### config.mk
export PLATFORM = sky130hd
export DESIGN_NAME = mem_arbiter_flat
export DESIGN_NICKNAME = d
export VERILOG_FILES = /design/src/rtl/mem_arbiter_if.sv /design/src/rtl/mem_arbiter.sv /design/src/flat_wrapper.sv
export SDC_FILE = /design/constraint.sdc
export NUM_CORES = 1
export LEC_CHECK = 0
export BUFFER_PORTS_ARGS = -buffer_cell sky130_fd_sc_hd__buf_2
export CORE_AREA = 2 2 121 123
export CTS_CLUSTER_DIAMETER = 120
export CTS_CLUSTER_SIZE = 28
export DETAILED_ROUTE_END_ITERATION = 8
export DIE_AREA = 0 0 123 125
export PLACE_DENSITY = 0.69
export REMOVE_ABC_BUFFERS = 1
export SKIP_LAST_GASP = 1
export SYNTH_ARGS = -nofsm -noshare
export SYNTH_HDL_FRONTEND = slang
export SYNTH_SLANG_ARGS = --single-unit
### constraint.sdc
create_clock -name clk -period 1.8 [get_ports clk]
set_input_delay 0.36 -clock clk [delete_from_list [all_inputs] [get_ports clk]]
set_output_delay 0.36 -clock clk [all_outputs]
set_load 0.1 [all_outputs]
### src/rtl/mem_arbiter_if.sv
// mem_arbiter_if: valid/ready/addr/rdata/wdata/wstrb bundle.
// master issues requests, slave answers with ready/rdata.
interface mem_arbiter_if;
  logic        valid;
  logic        ready;
  logic [31:0] addr;
  logic [31:0] rdata;
  logic [31:0] wdata;
  logic [3:0]  wstrb;

  modport master (
    output valid, addr, wdata, wstrb,
    input  ready, rdata
  );

  modport slave (
    input  valid, addr, wdata, wstrb,
    output ready, rdata
  );
endinterface

### src/rtl/mem_arbiter.sv
// mem_arbiter: fetch/data 2:1 arbiter onto one memory port.
// Optional ARB_TIMEOUT_EN adds an m_ready timeout with bus_err.
module mem_arbiter #(
  parameter int STARVE_LIMIT   = 4,
  parameter int TIMEOUT_CYCLES = 255
) (
  input  logic          clk,
  input  logic          reset,
  mem_arbiter_if.slave  i_bus,
  mem_arbiter_if.slave  d_bus,
  mem_arbiter_if.master m_bus,
  output logic          bus_err
);

  typedef enum logic [1:0] {
    IDLE,
    GRANT_I,
    GRANT_D
  } state_e;

  localparam logic [3:0] LIMIT = 4'(STARVE_LIMIT);

  if (STARVE_LIMIT < 1 || STARVE_LIMIT > 15 ||
      TIMEOUT_CYCLES < 1 || TIMEOUT_CYCLES > 65535) begin : g_bad_cfg
    $error("mem_arbiter: parameter out of range");
  end

  state_e      state_q, state_d;
  logic [3:0]  starve_q, starve_d;
  logic        m_valid_q, m_valid_d;
  logic [31:0] m_addr_q, m_addr_d;
  logic [31:0] m_wdata_q, m_wdata_d;
  logic [3:0]  m_wstrb_q, m_wstrb_d;
  logic        tmo_hit;
  logic        done;
  logic        pick_d;
  logic        pick_i;

`ifdef ARB_TIMEOUT_EN
  localparam logic [15:0] TMO_LAST = 16'(TIMEOUT_CYCLES - 1);

  logic [15:0] tmo_q, tmo_d;

  // count wait cycles of the current grant, zero while idle
  always_comb begin
    tmo_d = tmo_q;
    if (state_q == IDLE)
      tmo_d = '0;
    else if (!m_bus.ready)
      tmo_d = tmo_q + 16'd1;
  end

  // wait counter register
  always_ff @(posedge clk) begin
    if (reset)
      tmo_q <= '0;
    else
      tmo_q <= tmo_d;
  end

  assign tmo_hit = (state_q != IDLE) && !m_bus.ready &&
                   (tmo_q == TMO_LAST);
  assign bus_err = tmo_hit;
`else
  assign tmo_hit = 1'b0;
  assign bus_err = 1'b0;
`endif

  assign done = (state_q != IDLE) && (m_bus.ready || tmo_hit);

  assign pick_d = d_bus.valid &&
                  (!i_bus.valid || (starve_q < LIMIT));
  assign pick_i = i_bus.valid && !pick_d;

  assign i_bus.ready = (state_q == GRANT_I) && done;
  assign d_bus.ready = (state_q == GRANT_D) && done;
  assign i_bus.rdata = tmo_hit ? '0 : m_bus.rdata;
  assign d_bus.rdata = tmo_hit ? '0 : m_bus.rdata;

  assign m_bus.valid = m_valid_q;
  assign m_bus.addr  = m_addr_q;
  assign m_bus.wdata = m_wdata_q;
  assign m_bus.wstrb = m_wstrb_q;

  // arbitration in IDLE, completion while granted
  always_comb begin
    state_d   = state_q;
    starve_d  = starve_q;
    m_valid_d = m_valid_q;
    m_addr_d  = m_addr_q;
    m_wdata_d = m_wdata_q;
    m_wstrb_d = m_wstrb_q;
    unique case (state_q)
      IDLE: begin
        unique case (1'b1)
          pick_d: begin
            state_d   = GRANT_D;
            m_valid_d = 1'b1;
            m_addr_d  = d_bus.addr;
            m_wdata_d = d_bus.wdata;
            m_wstrb_d = d_bus.wstrb;
            starve_d  = i_bus.valid ? starve_q + 4'd1 : 4'd0;
          end
          pick_i: begin
            state_d   = GRANT_I;
            m_valid_d = 1'b1;
            m_addr_d  = i_bus.addr;
            m_wdata_d = i_bus.wdata;
            m_wstrb_d = i_bus.wstrb;
            starve_d  = 4'd0;
          end
          default: ;
        endcase
      end
      GRANT_I, GRANT_D: begin
        if (done) begin
          state_d   = IDLE;
          m_valid_d = 1'b0;
          m_wstrb_d = '0;
        end
      end
      default: state_d = IDLE;
    endcase
  end

  // state and memory-side request registers
  always_ff @(posedge clk) begin
    if (reset) begin
      state_q   <= IDLE;
      starve_q  <= '0;
      m_valid_q <= 1'b0;
      m_addr_q  <= '0;
      m_wdata_q <= '0;
      m_wstrb_q <= '0;
    end else begin
      state_q   <= state_d;
      starve_q  <= starve_d;
      m_valid_q <= m_valid_d;
      m_addr_q  <= m_addr_d;
      m_wdata_q <= m_wdata_d;
      m_wstrb_q <= m_wstrb_d;
    end
  end

endmodule
### src/flat_wrapper.sv
// flat-port wrapper written by rule: the top's interface ports become plain ports
module mem_arbiter_flat 
#(
  parameter int STARVE_LIMIT   = 4,
  parameter int TIMEOUT_CYCLES = 255
)
  (clk, reset, bus_err, i_bus_valid, i_bus_addr, i_bus_wdata, i_bus_wstrb, i_bus_ready, i_bus_rdata, d_bus_valid, d_bus_addr, d_bus_wdata, d_bus_wstrb, d_bus_ready, d_bus_rdata, m_bus_valid, m_bus_addr, m_bus_wdata, m_bus_wstrb, m_bus_ready, m_bus_rdata);
  mem_arbiter_if i_bus_i ();
  mem_arbiter_if d_bus_i ();
  mem_arbiter_if m_bus_i ();
  input  logic clk;
  input  logic reset;
  output logic bus_err;
  input wire logic [$bits(i_bus_i.valid)-1:0] i_bus_valid;
  input wire logic [$bits(i_bus_i.addr)-1:0] i_bus_addr;
  input wire logic [$bits(i_bus_i.wdata)-1:0] i_bus_wdata;
  input wire logic [$bits(i_bus_i.wstrb)-1:0] i_bus_wstrb;
  output wire logic [$bits(i_bus_i.ready)-1:0] i_bus_ready;
  output wire logic [$bits(i_bus_i.rdata)-1:0] i_bus_rdata;
  input wire logic [$bits(d_bus_i.valid)-1:0] d_bus_valid;
  input wire logic [$bits(d_bus_i.addr)-1:0] d_bus_addr;
  input wire logic [$bits(d_bus_i.wdata)-1:0] d_bus_wdata;
  input wire logic [$bits(d_bus_i.wstrb)-1:0] d_bus_wstrb;
  output wire logic [$bits(d_bus_i.ready)-1:0] d_bus_ready;
  output wire logic [$bits(d_bus_i.rdata)-1:0] d_bus_rdata;
  output wire logic [$bits(m_bus_i.valid)-1:0] m_bus_valid;
  output wire logic [$bits(m_bus_i.addr)-1:0] m_bus_addr;
  output wire logic [$bits(m_bus_i.wdata)-1:0] m_bus_wdata;
  output wire logic [$bits(m_bus_i.wstrb)-1:0] m_bus_wstrb;
  input wire logic [$bits(m_bus_i.ready)-1:0] m_bus_ready;
  input wire logic [$bits(m_bus_i.rdata)-1:0] m_bus_rdata;
  assign i_bus_i.valid = i_bus_valid;
  assign i_bus_i.addr = i_bus_addr;
  assign i_bus_i.wdata = i_bus_wdata;
  assign i_bus_i.wstrb = i_bus_wstrb;
  assign i_bus_ready = i_bus_i.ready;
  assign i_bus_rdata = i_bus_i.rdata;
  assign d_bus_i.valid = d_bus_valid;
  assign d_bus_i.addr = d_bus_addr;
  assign d_bus_i.wdata = d_bus_wdata;
  assign d_bus_i.wstrb = d_bus_wstrb;
  assign d_bus_ready = d_bus_i.ready;
  assign d_bus_rdata = d_bus_i.rdata;
  assign m_bus_valid = m_bus_i.valid;
  assign m_bus_addr = m_bus_i.addr;
  assign m_bus_wdata = m_bus_i.wdata;
  assign m_bus_wstrb = m_bus_i.wstrb;
  assign m_bus_i.ready = m_bus_ready;
  assign m_bus_i.rdata = m_bus_rdata;
  mem_arbiter #(.STARVE_LIMIT(STARVE_LIMIT), .TIMEOUT_CYCLES(TIMEOUT_CYCLES)) u_core (.clk(clk), .reset(reset), .i_bus(i_bus_i), .d_bus(d_bus_i), .m_bus(m_bus_i), .bus_err(bus_err));
endmodule
==> results.md <==
* Dpl hpwl at 10800 um
* Starting DRT DRC Count at 189
* Final WS setup at 0.0993 ns
* Cells after DPL at 746
* Number of global-route vias before repair at 3849
* DRT antenna net count at 0
* Tcrit/Tclk final at 0.945
* Startpoint Class: flip-flop
* Post-synth EDFFs at 0
* Synthesized flop and latch total at 75
* Synthesized cell area at 4210 um2
* Avg Inst Size Synth at 9.42 um2
* Diodes inserted at 0
* DR vias/cell at 5.35
* Lkg Pwr at 2.24 nW
* Root Buffer: clkbuf_16
* GR Util All Layers at 0.189
* Core Footprint at 14200 um2
* Vias post-DR at 4084
* Maximum vdd ir drop at 0.861 mV
* Worst path slowest cell: dfxtp_4
* DIE WIDTH at 123 um
* First-pass GRT wire length at 21800 um
* Ys async rst share at 0
* Max-slew headroom at 0.627
* Die Span Y at 125 um
* Crit path DAT at 1.34 ns
* Setup_tns at 0 ns
* Top FF cell, synth: dfxtp_1
* Die Area at 15400 um2
* Post-synthesis sequential area ratio at 0.356
* Ports at 309
* WP data required at 1.44 ns
* Initial cell density of the core at 0.297
* TritonCTS Sinks at 75
* CP dominant cell by count: inv_2
* Cells along the critical path: inv_2 > ha_4 > inv_2 > and3_4 > buf_12
* Worst clock skew at 0.00834 ns
* Residual DRC count at 0
* Clk slew on worst S/H paths at 0.06 ns
* Util after Layout at 0.376
* Pwr/cell area at 1260 nW/um2
* Final slew viol count at 0
* Largest net degree at the start of global routing at 52
* Commonest non-fill, non-tap cells in the layout: 209 x buf_2, 73 x dfxtp_1, 68 x a21oi_1
* Setup CP Type: reg -> out
* CP Capture Type: primary output
* Fin. Hold Viols at 0
* Status: completed
* Cell variety after synth at 37
* Inserted Clock Buffers at 9
* Clock Path Buffers at 2
* Leading cell type in the layout, fill and taps excluded: buf_2
* H-tree Lvls at 3
* Port bufs at 211
* Max Clk Rate at 588 MHz
* Yosys warning count at 0
* RSZ-0062 raised after global routing: false
* Design area at 5350 um2
* First-pass DRT Iterations at 5
* # Max-Cap Violations at 0
* Post-Layout Cell Count at 764
* Routed WL at 15000 um
* HP Class: in -> reg
* Worst Hold Launch: i_bus_wdata[30]
* Overflow after GRT at 0
* Met2 Use GR at 0.259
* DP Area at 5020 um2
* Hold-fix buffers at CTS at 0
* Post-Syn Instances at 447
* Critical Path Source: u_core.state_q[0]$_SDFFE_PP0P_
* CP Max Fanout at 4
* Worst-skew pair later-pin latency at 0.34 ns
* GR Layer Usage met1 at 0.232
* Routability Congestion at 0.781
* Ratio of cells with drive above 1 in the final layout at 0.533
* Antenna violations before repair at 0
* WL/cell at 19.7 um
* RR Startpoint: u_core.state_q[0]$_SDFFE_PP0P_
* Worst Tran Pin Value at 0.558 ns
* Top Usage Layer GRT: met2
* Largest stage delay, worst path at 0.36 ns
* Layout Nets at 753
* Cell Rows at 44
* Met3 usage at 0.144
* TritonCTS clock tree: yes
* # setup viols final at 0
* Pre-CTS setup slack at 0.0978 ns
* Tmin final at 1.70 ns
* Syn-to-layout area delta at 26.9%
[stage by stage]
stage	hold WS [ns]	power [mW]
after floorplan	0.429	4.29
after global placement	0.470	5.05
after detailed placement	0.472	5.06
after CTS	0.235	6.81
after global routing	0.238	7.07
final	0.253	6.76
[area by class of cell]
type / instances / area, um2
flip-flops and latches: 75 / 1510
fillers: 1491 / 8860
multi-input cells: 257 / 1980
clock inverters: 6 / 41.3
well taps: 184 / 230
repair buffers: 228 / 1340
inverters: 4 / 15.0
clock buffers: 10 / 239
[synthesized netlist by cell type (4+ instances only)]
cell       instances  area (um2)
dfxtp_1           75        1500
buf_4             74         556
a21oi_1           68         340
a32oi_1           64         561
nand3_2           49         490
buf_2             16        80.1
nand3_1           16        80.1
clkbuf_1          14        52.6
nand2_1            8        30.0
buf_6              7        78.8
ha_1               5        62.6
nand2b_1           5        31.3
nor2_1             5        18.8
a22o_1             4        35.0
inv_1              4        15.0
nand4bb_1          4        45.0
o211ai_1           4        30.0
[final timing paths]
path,end,slack (ns),depth (start not counted)
setup / recovery,d_bus_ready,0.1,5
hold / removal,u_core.m_bus.wdata[30]$_SDFFE_PP0P_,0.25,3
hold reg to reg,u_core.starve_q[1]$_SDFFE_PP0P_,0.48,2
setup reg to reg,u_core.m_bus.addr[31]$_SDFFE_PP0P_,0.15,7
[state kept, by name (all words and copies together), names as in the netlist]
name / cells
u_core.state_q: 2
u_core.m_bus.wstrb: 4
u_core.m_bus.addr: 32
u_core.starve_q: 4
u_core.m_bus.valid: 1
u_core.m_bus.wdata: 32
[critical path: cells and delay by family (launching register included)]
| kind | cells | cell delay, ns |
|---|---|---|
| adders and majority gates | 1 | 0.16 |
| buffers and inverters | 3 | 0.29 |
| DFF | 1 | 0.36 |
| and+or+nand+nor | 1 | 0.19 |
[where the power goes]
| group | switching, mW | internal, mW | total [mW] |
|---|---|---|---|
| combinational | 2.33 | 0.737 | 3.07 |
| clock | 0.723 | 0.967 | 1.69 |
| sequential | 0.118 | 1.88 | 2.00 |
[cells by family (layout without fill, tap and decap cells)]
logic type | after synthesis | after routing | synth area share
buffers and inverters | 115 | 248 | 0.186
adders and majority gates | 5 | 5 | 0.0149
AOI/OAI and AO/OA | 153 | 153 | 0.257
other | 1 | 1 | 0.000890
and+or+nand+nor | 97 | 97 | 0.184
DFF | 75 | 75 | 0.356
xor gates and xnor gates | 1 | 1 | 0.00208
[per-layer routing]
layer | routed length (um) | part of all wire
met1 | 6220 | 0.41
met2 | 6260 | 0.42
met3 | 2340 | 0.16
met4 | 138 | 0.0092
met5 | 58 | 0.0039
[timing repair]
action | CTS | global route
gates resized for setup | 8 | 2
setup endpoints to repair | 2 | 2
pin swaps | 0 | 1
setup buffers | 0 | 2
No activity file was read; power rests on OpenSTA's default activity.
